==> src/rtl/flt_add_sched.sv <==
// flt_add_sched
// Round-robin scheduler sharing one multi-cycle half-precision float adder
// among NREQ requesters. Exactly one request is in flight at a time.
// Zero operands and sign mismatches are answered without the adder. The
// adder start/done handshake is guarded by a timeout. All outputs are decoded
// from registered state, so there is no combinational input-to-output path.
//
// Ports
//   clk, reset        clock; synchronous active-high reset
//   req_valid[NREQ]   request pending per requester (held until req_ready)
//   req_a/req_b       16-bit operands per requester, slice i = [16i+15:16i]
//   req_ready[NREQ]   one-hot pulse: request of requester i accepted
//   rsp_valid[NREQ]   one-hot pulse: response for requester i
//   rsp_sum, rsp_err  result and error flag, meaningful only with rsp_valid
//   fu_start          one-cycle adder start pulse
//   fu_a, fu_b        adder operands, stable from ISSUE until WAIT is left
//   fu_done, fu_sum   adder completion and result (looked at only in WAIT)
//   busy              high in every state except IDLE
module flt_add_sched #(
    parameter int NREQ    = 4,
    parameter int TIMEOUT = 64
) (
    input  logic                 clk,
    input  logic                 reset,
    input  logic [NREQ-1:0]      req_valid,
    input  logic [16*NREQ-1:0]   req_a,
    input  logic [16*NREQ-1:0]   req_b,
    output logic [NREQ-1:0]      req_ready,
    output logic [NREQ-1:0]      rsp_valid,
    output logic [15:0]          rsp_sum,
    output logic                 rsp_err,
    output logic                 fu_start,
    output logic [15:0]          fu_a,
    output logic [15:0]          fu_b,
    input  logic                 fu_done,
    input  logic [15:0]          fu_sum,
    output logic                 busy
);

    localparam int GW = $clog2(NREQ);
    localparam int CW = $clog2(TIMEOUT);

    typedef enum logic [2:0] {
        S_IDLE,
        S_ISSUE,
        S_BYPASS,
        S_WAIT,
        S_RESP
    } state_t;

    state_t          state, state_nxt;
    logic [GW-1:0]   rr_ptr;
    logic [GW-1:0]   grant;
    logic [15:0]     op_a, op_b;
    logic [15:0]     result;
    logic            err;
    logic [CW-1:0]   wait_cnt;

    // Operand slices as arrays so the granted requester can be indexed.
    logic [15:0]     a_arr [NREQ];
    logic [15:0]     b_arr [NREQ];

    for (genvar i = 0; i < NREQ; i++) begin : g_unpack
        assign a_arr[i] = req_a[16*i +: 16];
        assign b_arr[i] = req_b[16*i +: 16];
    end

    // ------------------------------------------------------------------
    // Round-robin pick: first set req_valid bit at or after rr_ptr.
    // ------------------------------------------------------------------
    logic            found;
    logic [GW-1:0]   pick;
    int              idx;

    // NOTE: every variable written here gets a default first, so no path
    // leaves it unassigned and no latch is inferred.
    always_comb begin
        found = 1'b0;
        pick  = '0;
        idx   = 0;
        for (int i = 0; i < NREQ; i++) begin
            idx = int'(rr_ptr) + i;
            if (idx >= NREQ) idx = idx - NREQ;
            if (!found && req_valid[GW'(idx)]) begin
                found = 1'b1;
                pick  = GW'(idx);
            end
        end
    end

    // ------------------------------------------------------------------
    // Classification of the picked operands (exponent 0 means zero).
    // ------------------------------------------------------------------
    logic [15:0]     sel_a, sel_b;
    logic            cls_bypass;
    logic            cls_err;
    logic [15:0]     cls_result;

    assign sel_a = a_arr[pick];
    assign sel_b = b_arr[pick];

    always_comb begin
        cls_bypass = 1'b1;
        cls_err    = 1'b0;
        cls_result = 16'h0000;
        if (sel_a[14:10] == 5'd0) begin
            cls_result = sel_b;
        end else if (sel_b[14:10] == 5'd0) begin
            cls_result = sel_a;
        end else if (sel_a[15] != sel_b[15]) begin
            // Subtraction is not supported by the shared adder.
            cls_err = 1'b1;
        end else begin
            cls_bypass = 1'b0;
        end
    end

    logic wait_expired;
    assign wait_expired = (wait_cnt == CW'(TIMEOUT - 1));

    // ------------------------------------------------------------------
    // Next-state logic.
    // ------------------------------------------------------------------
    always_comb begin
        state_nxt = state;
        unique case (state)
            S_IDLE:   if (found) state_nxt = cls_bypass ? S_BYPASS : S_ISSUE;
            S_ISSUE:  state_nxt = S_WAIT;
            S_BYPASS: state_nxt = S_RESP;
            S_WAIT:   if (fu_done || wait_expired) state_nxt = S_RESP;
            S_RESP:   state_nxt = S_IDLE;
            default:  state_nxt = S_IDLE;
        endcase
    end

    // ------------------------------------------------------------------
    // State and datapath registers.
    // ------------------------------------------------------------------
    // NOTE: sequential state uses non-blocking assignments so every register
    // samples pre-edge values regardless of statement order.
    always_ff @(posedge clk) begin
        if (reset) begin
            // NOTE: the operand registers drive fu_a/fu_b directly, so they are
            // reset too; otherwise the adder inputs would be X after reset.
            state    <= S_IDLE;
            rr_ptr   <= '0;
            grant    <= '0;
            op_a     <= 16'h0000;
            op_b     <= 16'h0000;
            result   <= 16'h0000;
            err      <= 1'b0;
            wait_cnt <= '0;
        end else begin
            state <= state_nxt;
            unique case (state)
                S_IDLE: begin
                    if (found) begin
                        grant  <= pick;
                        op_a   <= sel_a;
                        op_b   <= sel_b;
                        result <= cls_result;
                        err    <= cls_err;
                    end
                end
                S_ISSUE: begin
                    wait_cnt <= '0;
                end
                S_WAIT: begin
                    // A completion wins over a timeout in the same cycle.
                    if (fu_done) begin
                        result <= fu_sum;
                        err    <= 1'b0;
                    end else if (wait_expired) begin
                        result <= 16'h0000;
                        err    <= 1'b1;
                    end else begin
                        wait_cnt <= wait_cnt + 1'b1;
                    end
                end
                S_RESP: begin
                    rr_ptr <= (grant == GW'(NREQ - 1)) ? '0 : grant + 1'b1;
                end
                default: ;
            endcase
        end
    end

    // ------------------------------------------------------------------
    // Outputs decoded from registered state.
    // ------------------------------------------------------------------
    logic [NREQ-1:0] grant_oh;
    assign grant_oh = {{(NREQ-1){1'b0}}, 1'b1} << grant;

    assign req_ready = (state == S_ISSUE || state == S_BYPASS) ? grant_oh : '0;
    assign rsp_valid = (state == S_RESP) ? grant_oh : '0;
    assign rsp_sum   = (state == S_RESP) ? result : 16'h0000;
    assign rsp_err   = (state == S_RESP) && err;
    assign fu_start  = (state == S_ISSUE);
    assign fu_a      = op_a;
    assign fu_b      = op_b;
    assign busy      = (state != S_IDLE);

endmodule

==> config.mk <==
export PLATFORM = sky130hd
export DESIGN_NAME = flt_add_sched
export DESIGN_NICKNAME = d
export VERILOG_FILES = /design/src/rtl/flt_add_sched.sv
export SDC_FILE = /design/constraint.sdc
export NUM_CORES = 1
export LEC_CHECK = 0
export ABC_AREA = 1
export BUFFER_PORTS_ARGS = -buffer_cell sky130_fd_sc_hd__buf_2
export CAP_MARGIN = 20
export CORE_MARGIN = 3
export CORE_UTILIZATION = 51
export CTS_CLUSTER_SIZE = 16
export DETAILED_ROUTE_END_ITERATION = 8
export GPL_TIMING_DRIVEN = 0
export PLACE_DENSITY = 0.84
export REMOVE_ABC_BUFFERS = 1
export SLEW_MARGIN = 20
export SYNTH_ARGS = -nofsm -noshare
export SYNTH_HDL_FRONTEND = slang
export SYNTH_SLANG_ARGS = --single-unit
==> constraint.sdc <==
create_clock -name clk -period 3.85 [get_ports clk]
set_input_delay 1.155 -clock clk [delete_from_list [all_inputs] [get_ports clk]]
set_output_delay 1.155 -clock clk [all_outputs]
set_load 0.05 [all_outputs]
==> metrics.yaml <==
power_and_ir_drop:
  peakVddDrop_v: 0.000389
  power_leakage_nw: 3.17
  power_w: 0.00497
  cellPowerDensity_mw_per_mm2: 870
logic_synthesis:
  yosysWarnings: 0
  synth_top_area_cell: "dfxtp_1"
  synth_ff_type: "dfxtp_1"
  ys_types: 31
  yosysSeqAreaShare_pct: 28.0
  synthTopCellsByCount: "nand2_1 (226), inv_1 (97), nor2_1 (82), dfxtp_1 (62), o21ai_0 (53)"
  synth_top_area_share_pct: 28.0
  postSynth.asyncResetShare_pct: 0
  synth-edff-count: 0
  ys_seq_elements: 62
  synth_cells: 756
  synth_area_leaders: "dfxtp_1 (28%), nand2_1 (19%), inv_1 (8.2%)"
  syn_area_mm2: 0.00443
  syn_avg_cell_area_um2: 5.86
  yosysMostFrequentCell: "nand2_1"
sta:
  rsz0062_at_grt: "false"
  drv_slew: 0
  period_needed_ns: 3.58
  slew_headroom_pct: 39.6
  tightest_slew_ns: 0.905
  fmax_mhz: 279
  setup_viol: 0
  finalHoldViolCount: 0
  finClkSkew_ns: 0.00645
  finalCritPeriodShare_pct: 93.1
layout:
  layout-drive-gt1-share_pct: 27.1
  antenna_cells: 0
  fin_cells: 1043
  fillCellCount: 826
  nets: 1089
  syn_to_final_growth_pct: 29.0
  utilization_pct: 68.5
cts:
  cts_buffers: 9
  clock_latency_ns: 0.34
  tritoncts: "yes"
  cts_buffer_depth: 2
  cts.sinks: 62
  htreeDepth: 3
  root_buffer: "clkbuf_8"
  ctsHoldBuffers: 0
  clk_pin_slew_worst_paths_ns: 0.07
critical_path:
  r2r_slack_ns: 0.44
  crit_path_start: "req_valid[1]"
  cp.required_ns: 4.12
  end_kind: "flip-flop"
  start_kind: "input port"
  cp.arrival_ns: 3.86
  critPathKind: "input port to flip-flop"
  timing.rr.start: "state[2]$_SDFFE_PP0P_"
  path_max_fanout: 19
die:
  die_w_um: 99.2
  fp-row-count: 33
  floorplan.initialDensity_pct: 53.1
  num_io_pins: 210
  die_y_um: 99.2
  die_area_mm2: 0.00984
  core_mm2: 0.00834
routing:
  drc: 0
  dr_total_vias: 5505
  vias_per_cell: 5.28
  drtAntennaViolNets: 0
  initialDrtViolationCount: 243
  detail_route.wirelength_um: 14300
  wl_per_cell_um: 13.7
  drtPass1Iterations: 4
outcome:
  status: "finished clean"
hold_path:
  min_path_type: "flip-flop to flip-flop"
  min_from: "wait_cnt[1]$_SDFFE_PP0P_"
global_route:
  overflow: 0
  grt_pass1_vias: 4955
  track_usage_pct: 28.3
  antenna_found_initial: 0
  grt_pass1_wl_um: 22900
  grt_max_degree: 48
placement:
  portBuffers: 209
  dp_hpwl_um: 9990
  gp_congestion: 0.862
  dp.cells: 1021
run:
  maxCapViolations: 0
sequential cells by signal, summed over array words and instances (netlist names):
name,flops
state,3
result,16
fu_a,16
grant,2
err,1
rr_ptr,2
fu_b,16
wait_cnt,6
worst max-delay path, stage by stage:
cell and delay [ns]:
buf_2 0.11, inv_1 0.06, nand2_1 0.06, nand3_1 0.14, nand2_2 0.09, inv_1 0.09
nand2_1 0.08, nand2_1 0.27, nand3_2 0.49, nand2_1 0.20, nand2_1 0.06, nand2_1 0.05
nand2_1 0.08, nor2_2 0.16, nand3_4 0.15, inv_2 0.23, nand3_1 0.13, nand2_1 0.09
nand2_1 0.05, a21oi_1 0.11
per-stage QoR:
| stage | area [um^2] | setup slack, ns | setup TNS (ns) | hold slack [ns] |
|---|---|---|---|---|
| finish | 5710 | 0.267 | 0 | 0.491 |
| CTS | 5690 | 0.0913 | 0 | 0.492 |
| floorplan | 4180 | -0.751 | -14.00 | 0.444 |
| detailed placement | 5400 | -1.75 | -38.50 | 0.482 |
| global route | 5710 | 0.00423 | 0 | 0.524 |
| global placement | 5360 | -2.30 | -69.42 | 0.467 |
cells by family (layout without fill, tap and decap cells):
kind of cell	after synthesis	in the layout	share of synthesized area [%]
and+or+nand+nor	375	377	34.6
AOI/OAI and AO/OA	161	161	21.6
buffers and inverters	153	333	14.3
DFF	62	62	28.0
adders and majority gates	5	5	1.41
cells in the final DEF, fill, tap and decap left out:
| cell type | netlist | routed |
|---|---|---|
| a211oi_1 | 3 | 3 |
| a21oi_1 | 47 | 47 |
| a21oi_2 | 1 | 1 |
| a31oi_1 | 16 | 16 |
| a32oi_1 | 20 | 20 |
| buf_16 | 0 | 1 |
| buf_2 | 14 | 209 |
| buf_4 | 5 | 4 |
| bufinv_16 | 0 | 1 |
| clkbuf_8 | 0 | 13 |
| clkinv_2 | 0 | 3 |
| dfxtp_1 | 62 | 62 |
| ha_1 | 5 | 5 |
| inv_1 | 97 | 96 |
| inv_2 | 5 | 5 |
| inv_4 | 0 | 1 |
| nand2_1 | 226 | 224 |
| nand2_2 | 2 | 2 |
| nand2_4 | 0 | 2 |
| nand3_1 | 50 | 50 |
| nand3_2 | 2 | 2 |
| nand3_4 | 1 | 3 |
| nand3b_1 | 2 | 2 |
| nand4_1 | 3 | 3 |
| nor2_1 | 82 | 79 |
| nor2_2 | 2 | 2 |
| nor2_4 | 1 | 4 |
| nor3_1 | 4 | 4 |
| o211ai_1 | 15 | 15 |
| o21ai_0 | 53 | 53 |
| o21ai_1 | 1 | 1 |
| o21ai_2 | 1 | 1 |
| o22ai_1 | 4 | 4 |
worst paths after layout:
| path | endpoint | cells past startpoint |
|---|---|---|
| setup / recovery | result[6]$_SDFFE_PP0P_ | 20 |
| hold / removal | wait_cnt[1]$_SDFFE_PP0P_ | 2 |
| setup reg to reg | result[0]$_SDFFE_PP0P_ | 12 |
| hold reg to reg | wait_cnt[1]$_SDFFE_PP0P_ | 2 |
layer usage:
layer	track usage, %	vias up	wire length [um]
met1	34.4	2460	6010
met5	0	-	0
met3	5.89	20	1210
met4	8.72	0	218
met2	50.1	226	6850
li1	-	2799	-
power by group:
group	switching, W	internal [W]
combinational	0.00239	0.000920
clock	0.000262	0.000368
sequential	0.000136	0.000898
total	0.00278	0.00219
layout make-up:
| class | count | area (um^2) | share of cell area, % |
|---|---|---|---|
| inverter | 103 | 390 | 6.83 |
| multi-input combinational | 543 | 2630 | 46.0 |
| clock buffer | 13 | 179 | 3.13 |
| sequential | 62 | 1240 | 21.7 |
| clock inverter | 3 | 40.0 | 0.701 |
| tap | 105 | 131 | 2.30 |
| timing repair buffer | 214 | 1100 | 19.3 |
timing repair:
action                     4_1_cts  5_1_grt
setup endpoints to repair       19       45
resized for setup                7        4
buffers inserted                 4        0
gates cloned                     2        0
pin swaps                        1        0
Power figures use the tool's default switching activity.
